**src/rtl/gb_hdma_ctrl_if.sv**
```systemverilog
// Bus bundle for the HDMA controller: CPU MMIO port, PPU status, source-bus read port and VRAM write port.
// The master modport is the HDMA side; the slave modport is the MMU/system side.
interface gb_hdma_ctrl_if;
  logic [15:0] cpu_addr;
  logic        cpu_wr;
  logic        cpu_rd;
  logic [7:0]  cpu_wdata;
  logic [7:0]  cpu_rdata;
  logic [1:0]  ppu_mode;
  logic        lcd_on;
  logic [15:0] src_addr;
  logic        src_rd;
  logic [7:0]  src_data;
  logic [12:0] vram_addr;
  logic [7:0]  vram_wdata;
  logic        vram_wr;
  logic        cpu_stall;
  logic        busy;

  modport master (
    input  cpu_addr, cpu_wr, cpu_rd, cpu_wdata, ppu_mode, lcd_on, src_data,
    output cpu_rdata, src_addr, src_rd, vram_addr, vram_wdata, vram_wr, cpu_stall, busy
  );

  modport slave (
    output cpu_addr, cpu_wr, cpu_rd, cpu_wdata, ppu_mode, lcd_on, src_data,
    input  cpu_rdata, src_addr, src_rd, vram_addr, vram_wdata, vram_wr, cpu_stall, busy
  );
endinterface

```
**src/rtl/gb_hdma_ctrl.sv**
```systemverilog
// CGB VRAM DMA (FF51-FF55): 16-byte blocks, one byte/cycle, write lags read by one cycle; CPU stalled while copying.
// H-blank mode (HB_WAIT/HB_XFER) is built only when HDMA_HBLANK_EN is defined; otherwise every start is general-purpose.
module gb_hdma_ctrl #(
  parameter int BLOCK_BYTES = 16
) (
  input logic            clk,
  input logic            rst,
  gb_hdma_ctrl_if.master bus
);

  localparam int CW = (BLOCK_BYTES > 1) ? $clog2(BLOCK_BYTES) : 1;
  localparam logic [CW-1:0] LAST_BYTE = CW'(BLOCK_BYTES - 1);

  typedef enum logic [1:0] {
    S_IDLE    = 2'd0,
    S_GP_XFER = 2'd1
`ifdef HDMA_HBLANK_EN
    ,
    S_HB_WAIT = 2'd2,
    S_HB_XFER = 2'd3
`endif
  } state_t;

  state_t r_state;
  state_t w_state_nxt;

  logic [7:0]    r_ff51;
  logic [3:0]    r_ff52_hi;
  logic [4:0]    r_ff53_lo;
  logic [3:0]    r_ff54_hi;
  logic [15:0]   r_src_ptr;
  logic [12:0]   r_dst_ptr;
  logic [6:0]    r_blk_rem;
  logic [CW-1:0] r_byte_cnt;
  logic          r_rd_stop;
  logic          r_wr_vld;
  logic          r_wr_last;
  logic [7:0]    r_data;

  logic          w_ff55_wr;
  logic          w_start;
  logic          w_xfer;
  logic          w_one_blk;
  logic          w_rd;
  logic          w_last_rd;
  logic          w_final_rd;
  logic          w_drain_done;
  logic          w_busy;
  logic [6:0]    w_blk_rem_eff;

  assign w_ff55_wr = bus.cpu_wr && (bus.cpu_addr == 16'hFF55);
  assign w_start   = (r_state == S_IDLE) && w_ff55_wr;
  assign w_busy    = (r_state != S_IDLE);

`ifdef HDMA_HBLANK_EN
  logic [1:0] r_ppu_q;
  logic       w_hb_edge;
  logic       w_hb_reload;

  assign w_hb_edge   = (r_ppu_q == 2'b11) && (bus.ppu_mode == 2'b00);
  assign w_hb_reload = (r_state == S_HB_WAIT) && w_ff55_wr && bus.cpu_wdata[7];
  assign w_xfer      = (r_state == S_GP_XFER) || (r_state == S_HB_XFER);
  assign w_one_blk   = (r_state == S_HB_XFER);
`else
  logic w_unused_hb;
  assign w_unused_hb = ^{bus.ppu_mode, bus.lcd_on};
  assign w_xfer      = (r_state == S_GP_XFER);
  assign w_one_blk   = 1'b0;
`endif

  // Read side runs until the final byte is fetched; the write side trails by one cycle.
  assign w_rd         = w_xfer && !r_rd_stop;
  assign w_last_rd    = w_rd && (r_byte_cnt == LAST_BYTE);
  assign w_drain_done = r_rd_stop && r_wr_vld;

  // blk_rem as it will be once a block-closing write in this same cycle lands.
  assign w_blk_rem_eff = (r_wr_vld && r_wr_last) ? (r_blk_rem - 7'd1) : r_blk_rem;
  assign w_final_rd    = w_last_rd && (w_one_blk || (w_blk_rem_eff == 7'd0));

  always_ff @(posedge clk) begin
    if (rst) begin
      r_state <= S_IDLE;
    end else begin
      r_state <= w_state_nxt;
    end
  end

  always_comb begin
    w_state_nxt   = r_state;
    bus.src_rd    = 1'b0;
    bus.vram_wr   = 1'b0;
    bus.cpu_stall = 1'b0;
    bus.busy      = 1'b0;

    case (r_state)
      S_IDLE: begin
        if (w_ff55_wr) begin
`ifdef HDMA_HBLANK_EN
          if (bus.cpu_wdata[7]) begin
            w_state_nxt = (!bus.lcd_on || (bus.ppu_mode == 2'b00)) ? S_HB_XFER : S_HB_WAIT;
          end else begin
            w_state_nxt = S_GP_XFER;
          end
`else
          w_state_nxt = S_GP_XFER;
`endif
        end
      end
      S_GP_XFER: begin
        if (w_drain_done) w_state_nxt = S_IDLE;
      end
`ifdef HDMA_HBLANK_EN
      S_HB_WAIT: begin
        // A FF55 write takes priority over a coincident H-blank edge.
        if (w_ff55_wr) begin
          if (!bus.cpu_wdata[7]) w_state_nxt = S_IDLE;
        end else if (w_hb_edge) begin
          w_state_nxt = S_HB_XFER;
        end
      end
      S_HB_XFER: begin
        if (w_drain_done) w_state_nxt = (r_blk_rem == 7'd0) ? S_IDLE : S_HB_WAIT;
      end
`endif
      default: w_state_nxt = S_IDLE;
    endcase

    bus.src_rd    = w_rd;
    bus.vram_wr   = r_wr_vld;
    bus.cpu_stall = w_xfer;
    bus.busy      = w_busy;
  end

  always_ff @(posedge clk) begin
    if (rst) begin
      r_ff51     <= 8'hFF;
      r_ff52_hi  <= 4'hF;
      r_ff53_lo  <= 5'h1F;
      r_ff54_hi  <= 4'hF;
      r_src_ptr  <= 16'h0000;
      r_dst_ptr  <= 13'h0000;
      r_blk_rem  <= 7'h7F;
      r_byte_cnt <= '0;
      r_rd_stop  <= 1'b0;
      r_wr_vld   <= 1'b0;
      r_wr_last  <= 1'b0;
      r_data     <= 8'h00;
`ifdef HDMA_HBLANK_EN
      r_ppu_q    <= 2'b00;
`endif
    end else begin
      if (bus.cpu_wr) begin
        case (bus.cpu_addr)
          16'hFF51: r_ff51    <= bus.cpu_wdata;
          16'hFF52: r_ff52_hi <= bus.cpu_wdata[7:4];
          16'hFF53: r_ff53_lo <= bus.cpu_wdata[4:0];
          16'hFF54: r_ff54_hi <= bus.cpu_wdata[7:4];
          default: ;
        endcase
      end
`ifdef HDMA_HBLANK_EN
      r_ppu_q <= bus.ppu_mode;
`endif

      if (w_start) begin
        r_src_ptr  <= {r_ff51, r_ff52_hi, 4'h0};
        r_dst_ptr  <= {r_ff53_lo, r_ff54_hi, 4'h0};
        r_blk_rem  <= bus.cpu_wdata[6:0];
        r_byte_cnt <= '0;
        r_rd_stop  <= 1'b0;
        r_wr_vld   <= 1'b0;
        r_wr_last  <= 1'b0;
      end else begin
        r_wr_vld  <= w_rd;
        r_wr_last <= w_last_rd;
        if (w_rd) begin
          r_data     <= bus.src_data;
          r_src_ptr  <= r_src_ptr + 16'd1;
          r_byte_cnt <= w_last_rd ? '0 : (r_byte_cnt + CW'(1));
        end
        if (r_wr_vld) begin
          r_dst_ptr <= r_dst_ptr + 13'd1;
          if (r_wr_last) r_blk_rem <= r_blk_rem - 7'd1;
        end
        if (w_final_rd) begin
          r_rd_stop <= 1'b1;
        end else if (w_drain_done) begin
          r_rd_stop <= 1'b0;
        end
`ifdef HDMA_HBLANK_EN
        if (w_hb_reload) r_blk_rem <= bus.cpu_wdata[6:0];
`endif
      end
    end
  end

  assign bus.src_addr   = r_src_ptr;
  assign bus.vram_addr  = r_dst_ptr;
  assign bus.vram_wdata = r_data;

  // Only FF55 has readable state; bit 7 reads as "not busy".
  always_comb begin
    bus.cpu_rdata = 8'hFF;
    if (bus.cpu_rd && (bus.cpu_addr == 16'hFF55)) bus.cpu_rdata = {~w_busy, r_blk_rem};
  end

endmodule
```
**src/flat_wrapper.sv**
```systemverilog
// flat-port wrapper written by rule: the top's interface ports become plain ports
module gb_hdma_ctrl_flat 
#(
  parameter int BLOCK_BYTES = 16
)
  (clk, rst, bus_cpu_addr, bus_cpu_wr, bus_cpu_rd, bus_cpu_wdata, bus_ppu_mode, bus_lcd_on, bus_src_data, bus_cpu_rdata, bus_src_addr, bus_src_rd, bus_vram_addr, bus_vram_wdata, bus_vram_wr, bus_cpu_stall, bus_busy);
  gb_hdma_ctrl_if bus_i ();
  input logic clk;
  input logic rst;
  input wire logic [$bits(bus_i.cpu_addr)-1:0] bus_cpu_addr;
  input wire logic [$bits(bus_i.cpu_wr)-1:0] bus_cpu_wr;
  input wire logic [$bits(bus_i.cpu_rd)-1:0] bus_cpu_rd;
  input wire logic [$bits(bus_i.cpu_wdata)-1:0] bus_cpu_wdata;
  input wire logic [$bits(bus_i.ppu_mode)-1:0] bus_ppu_mode;
  input wire logic [$bits(bus_i.lcd_on)-1:0] bus_lcd_on;
  input wire logic [$bits(bus_i.src_data)-1:0] bus_src_data;
  output wire logic [$bits(bus_i.cpu_rdata)-1:0] bus_cpu_rdata;
  output wire logic [$bits(bus_i.src_addr)-1:0] bus_src_addr;
  output wire logic [$bits(bus_i.src_rd)-1:0] bus_src_rd;
  output wire logic [$bits(bus_i.vram_addr)-1:0] bus_vram_addr;
  output wire logic [$bits(bus_i.vram_wdata)-1:0] bus_vram_wdata;
  output wire logic [$bits(bus_i.vram_wr)-1:0] bus_vram_wr;
  output wire logic [$bits(bus_i.cpu_stall)-1:0] bus_cpu_stall;
  output wire logic [$bits(bus_i.busy)-1:0] bus_busy;
  assign bus_i.cpu_addr = bus_cpu_addr;
  assign bus_i.cpu_wr = bus_cpu_wr;
  assign bus_i.cpu_rd = bus_cpu_rd;
  assign bus_i.cpu_wdata = bus_cpu_wdata;
  assign bus_i.ppu_mode = bus_ppu_mode;
  assign bus_i.lcd_on = bus_lcd_on;
  assign bus_i.src_data = bus_src_data;
  assign bus_cpu_rdata = bus_i.cpu_rdata;
  assign bus_src_addr = bus_i.src_addr;
  assign bus_src_rd = bus_i.src_rd;
  assign bus_vram_addr = bus_i.vram_addr;
  assign bus_vram_wdata = bus_i.vram_wdata;
  assign bus_vram_wr = bus_i.vram_wr;
  assign bus_cpu_stall = bus_i.cpu_stall;
  assign bus_busy = bus_i.busy;
  gb_hdma_ctrl #(.BLOCK_BYTES(BLOCK_BYTES)) u_core (.clk(clk), .rst(rst), .bus(bus_i));
endmodule
```
**config.mk**
```make
export PLATFORM = sky130hd
export DESIGN_NAME = gb_hdma_ctrl_flat
export DESIGN_NICKNAME = d
export VERILOG_FILES = /design/src/rtl/gb_hdma_ctrl_if.sv /design/src/rtl/gb_hdma_ctrl.sv /design/src/flat_wrapper.sv
export SDC_FILE = /design/constraint.sdc
export NUM_CORES = 1
export LEC_CHECK = 0
export CORE_MARGIN = 2
export CORE_UTILIZATION = 35
export CTS_CLUSTER_DIAMETER = 40
export DETAILED_ROUTE_END_ITERATION = 8
export GPL_TIMING_DRIVEN = 1
export PLACE_DENSITY = 0.64
export SLEW_MARGIN = 20
export SYNTH_ARGS = -nofsm -noshare
export SYNTH_HDL_FRONTEND = slang
export SYNTH_SLANG_ARGS = --single-unit
```
**constraint.sdc**
```tcl
create_clock -name clk -period 1.95 [get_ports clk]
set_input_delay 0.2925 -clock clk [delete_from_list [all_inputs] [get_ports clk]]
set_output_delay 0.2925 -clock clk [all_outputs]
set_load 0.005 [all_outputs]
```
# After elaboration in Yosys (flattened, before gate mapping)
# Cells that the tools add are included.
[totals]
register_bits = 74
output_inout_bits = 49
[classes]
n_addsub = 4
n_eq_ne = 9
mux = 15
n_bitwise = 2
reduce_logical = 24
[ops]
columns = ["op", "n"]
rows = [
  ["$eq 16x16->1 const B", 5],
  ["$mux 16", 2],
  ["$mux 7", 4],
  ["$mux 13", 2],
  ["$add 16x1->16 const B", 1],
  ["$reduce_and 2->1", 7],
  ["$add 13x1->13 const B", 1],
  ["$reduce_bool 2->1", 5],
  ["$logic_and 1x1->1", 8],
  ["$mux 8", 1],
  ["$logic_not 7->1", 1],
  ["$sub 7x1->7 const B", 1],
  ["$add 4x1->4 const B", 1],
  ["$eq 4x4->1 const B", 1],
  ["$mux 2", 2],
  ["$mux 4", 1],
  ["$pmux 2 s2", 1],
  ["$eq 2x1->1 const B", 1],
  ["$logic_not 2->1", 1],
  ["$mux 1", 2],
  ["$ne 2x1->1 const B", 1],
  ["$ne 2x2->1 const B", 1],
  ["$not 1->1", 2],
  ["$reduce_or 2->1", 1],
  ["$logic_not 1->1", 1],
]

# Logic depth before layout (Yosys ltp)
# Gate-level depths: netlist of the first run.
[depth]
depth_word = 5
mapped_depth = 7
mapped_depth_nobuf = 7

# Least setup slack after synthesis of the first run
# Ideal clock, no wire load.
[synth_timing]
kind = "in2out"
from = "in bus_cpu_addr[3]"
to = "out bus_cpu_rdata[2]"
arrival_time_ps = 1656
required_ps = 1657
setup_slack_ps = 1
path_stages = 4
cell_sequence = "nor4b_4 -> nand4_2 -> or4_1 -> or2_2"
[synth_between]
elab_chain_len = 3
[synth_rtl]
columns = ["element", "line_no", "text"]
rows = [
  ["from (decl)", "flat_wrapper.sv:10", "input wire logic [$bits(bus_i.cpu_addr)-1:0] bus_cpu_addr;"],
  ["$eq 16x16->1", "gb_hdma_ctrl.sv:204", "if (bus.cpu_rd && (bus.cpu_addr == 16'hFF55)) bus.cpu_rdata = {~w_busy, r_blk_rem};"],
  ["$logic_and 1x1->1", "gb_hdma_ctrl.sv:204", ""],
  ["$mux 8", "gb_hdma_ctrl.sv:204", ""],
  ["to (decl)", "flat_wrapper.sv:17", "output wire logic [$bits(bus_i.cpu_rdata)-1:0] bus_cpu_rdata;"],
]
# Every way passes these cells.

# Worst setup path in the final report of the first run
[layout_timing]
from = "in bus_cpu_addr[5]"
to = "out bus_cpu_rdata[5]"
# Same word-level chain as after synthesis.

==> results.md, run 1 <==
* Hold_buf cts at 0
* PD cells at 582 mW/mm2
* Critical path data arrival time at 1.78 ns
* Min Hold Slack at 0.419 ns
* Worst setup margin at -0.118 ns
* Seq cells post-synth at 73
* Synth area leader: dfxtp_1
* Row count at 36
* Failing checks: negative setup slack
* Post-route ant nets at 0
* Final hold violations at 0
* Reg clk slew, reported paths at 0.07 ns
* Xor/xnor share of the synthesized area at 6.13%
* CTS tree: done
* Post-synth ARST share at 0%
* Synth Area in Adders at 1.46%
* CTS sink cnt at 73
* Total track usage at 18.9%
* CP Max Fanout at 8
* Syn Area/Cell at 8.30 um2
* Die height at 103 um
* Slew headroom at 62.3%
* Max clock buf depth at 2
* YS warnings at 0
* Final Setup Violations at 8
* Maximum vdd drop at 400 uV
* Max frequency at 484 MHz
* Starting Density at 35.6%
* First-pass detailed-route iteration total at 4
* Path type of the worst min-delay path: in -> reg
* Largest net degree at the start of global routing at 32
* Data required, critical path at 1.66 ns
* Pre-CTS setup slack at -0.966 ns
* Final instance area at 0.00483 mm2
* Final Power at 2.81 mW
* Clk Latency, worst-skew pair at 0.35 ns
* GRT met3 Usage at 5.08%
* CP Capture Type: output pin
* Ys flop type: dfxtp_1
* Via count at 3311
* Layout cells sized above 1 at 15.0%
* CTS Buf Count at 9
* Slowest CP cell: or4_4
* H-tree depth at 3
* Ranking of synthesized cells by area: dfxtp_1 43%, nor2_1 6.6%, a21oi_1 5.1%
* Area delta synth->final at 40.8%
* Number of global-route vias before repair at 3375
* Num ports at 88
* Total Nets Final at 565
* Synthesized area at 0.00343 mm2
* Post-synthesis sequential area ratio at 42.6%
* RSZ-0062 raised after global routing: yes
* Synth unique cells at 47
* Static Leak at 1.81 nW
* Simple-gate portion of the synthesized area at 27.8%
* Status: finished, violations left
* DRC viols at 0
* Gpl congestion at 0.881
* Compound-Gate Fraction of Synth Area at 15.9%
* Slew Viols, Final at 0
* GR Util met2 at 30.8%
* Mapped Cells at 413
* Dpl hpwl at 6.99 mm
* Met1 Usage GRT at 24.3%
* Number of synthesized flops with an enable pin at 0
* N_diodes at 0
* Die X at 103 um
* Mux share of post-synthesis cell area at 1.46%
* Startpoint types: input pin
* Syn_nets at 456
* Gr ovfl total at 0
* Worst-Margin Slew at 0.566 ns
* Setup total negative slack at -0.681 ns
* Crit-path cells: buf_6, nor4b_4, nand4_4, or4_4, or2_4, buf_6
* Initial drt markers at 99
* Grt peak-use layer: met2
* Most frequent cell on the critical path: buf_6
* Vias per cell at 5.02
* Area share of the largest cell type after synthesis at 42.6%
* First-pass GRT wire length at 15.8 mm
* Antenna violations before repair at 0
* Filler Cells Inserted at 991
* Core ar. at 0.00964 mm2
* Max-cap violations at 0
* CP max stage delay at 0.52 ns
* Die area at 0.0106 mm2
* WL final at 9.47 mm
* Fin crit share at 106%
* Root buffer cell: clkbuf_8
* Final min period at 2.07 ns
* R2r setup slk at 0.26 ns
* Largest family of logic cells by synthesized area: simple AND/OR/NAND/NOR gates
* DR WL/cell at 14.3 um
* Buffers on Ports at 84
* Post-DP Area at 0.00460 mm2
* Crit Path Class: in -> out
* Layout Skew at 0.0121 ns
[cells in the mapped netlist (5+ instances only)]
| library cell | count |
|---|---|
| and4_1 | 5 |
| nand4_1 | 9 |
| nor3_1 | 10 |
| nor2b_1 | 5 |
| and3_1 | 7 |
| xnor2_1 | 14 |
| a211o_1 | 18 |
| nor2_1 | 60 |
| or3_1 | 5 |
| a21oi_1 | 35 |
| nand2_1 | 42 |
| dfxtp_1 | 73 |
| xor2_1 | 10 |
| mux2i_1 | 5 |
| nand2b_1 | 5 |
| or2_2 | 7 |
| inv_1 | 13 |
| clkbuf_1 | 18 |
| nand3_1 | 17 |
| a211oi_1 | 10 |
[final timing paths]
| kind | startpoint | to | cells past startpoint |
|---|---|---|---|
| max | bus_cpu_addr[5] | bus_cpu_rdata[5] | 6 |
| min | rst | u_core.bus.vram_wr$_SDFF_PP0_ | 2 |
| max reg2reg | u_core.r_blk_rem[0]$_SDFFE_PP1P_ | u_core.r_blk_rem[6]$_SDFFE_PP1P_ | 7 |
| min reg2reg | u_core.bus.vram_wdata[4]$_SDFFE_PP0P_ | u_core.bus.vram_wdata[4]$_SDFFE_PP0P_ | 2 |
[cell usage in the layout, fill, tap and decap left out, types with 4 or more instances in the layout]
master and instances:
o21ai_0 4, a21oi_1 35, buf_4 36, nand2b_1 4
nor3_1 10, buf_2 4, nor2b_1 5, buf_6 8
dfxtp_1 72, inv_1 13, nor2_1 60, clkdlybuf4s50_1 59
nand3_1 17, clkbuf_8 10, nand4_1 9, nand2_1 42
dlygate4sd2_1 12, a211o_1 18, and3_1 6, xor2_1 10
or2_4 6, or3_1 5, o21bai_1 4, ha_1 4
mux2i_1 5, and4_1 5, a211oi_1 10, xnor2_1 14
[flip-flops by register name, indices dropped and copies added, names as in the netlist]
name,cells
u_core.r_wr_last,1
u_core.r_ff54_hi,4
u_core.r_ff52_hi,4
u_core.r_state,1
u_core.bus.vram_wdata,8
u_core.bus.src_addr,16
u_core.bus.vram_addr,13
u_core.r_byte_cnt,4
u_core.bus.vram_wr,1
u_core.r_ff51,8
u_core.r_ff53_lo,5
u_core.r_rd_stop,1
u_core.r_blk_rem,7
[per-stage QoR]
| step | cells | util (%) |
|---|---|---|
| finish | 660 | 50.1 |
| global placement | 642 | 47.7 |
| detailed placement | 642 | 47.7 |
| floorplan | 413 | - |
| CTS | 660 | 50.1 |
| global route | 660 | 50.1 |
[repair_timing]
item	in CTS	in global routing
pin swaps	9	3
hold endpoints to repair	0	0
resized for setup	81	2
endpoints found under the setup margin	17	9
buffers inserted	2	1
[per-layer routing]
metal  part of all wire [%]  wire length, um  vias up
met5                      0                0        -
met1                     47             4430     1564
met4                    2.0              193        0
met3                    4.8              457       15
li1                       -                -     1665
met2                     46             4380       67
[report_power, final]
part	switching (mW)	internal [mW]	total [mW]
registers	0.0000163	1.49	1.49
clock network	0.555	0.624	1.18
logic	0.0652	0.0778	0.143
[critical path: cells and delay by family]
family,cells,cell delay [ns]
buffers and inverters,2,0.21
AND/OR/NAND/NOR,4,1.27
[layout make-up]
| class | count | area [um2] | area share, % |
|---|---|---|---|
| Clock buffer | 13 | 149 | 3.08 |
| Clock inverter | 3 | 40.0 | 0.829 |
| Inverter | 14 | 53.8 | 1.11 |
| Multi-Input combinational cell | 303 | 1850 | 38.3 |
| Sequential cell | 73 | 1460 | 30.3 |
| Tap cell | 133 | 166 | 3.45 |
| Timing Repair Buffer | 121 | 1110 | 22.9 |
[cells by family (layout without fill, tap and decap cells)]
kind of cell	count (synthesis)	count (layout)
adders and majority gates	4	4
and+or+nand+nor	188	188
xor gates and xnor gates	24	24
buffers and inverters	37	151
DFF	73	73
muxes	5	5
AOI/OAI and AO/OA	82	82
(Power assumes the default switching activity.)
==> inputs of run 2 (changes only) <==
- SLEW_MARGIN: 20 -> 40
==> results of run 2 <==
The final DEF is identical to that of run 1; final timing and power are the same.
==> inputs of run 3 (changes only) <==
- CAP_MARGIN: unset -> 10
==> results of run 3 <==
The final DEF is identical to that of run 1; final timing and power are the same.
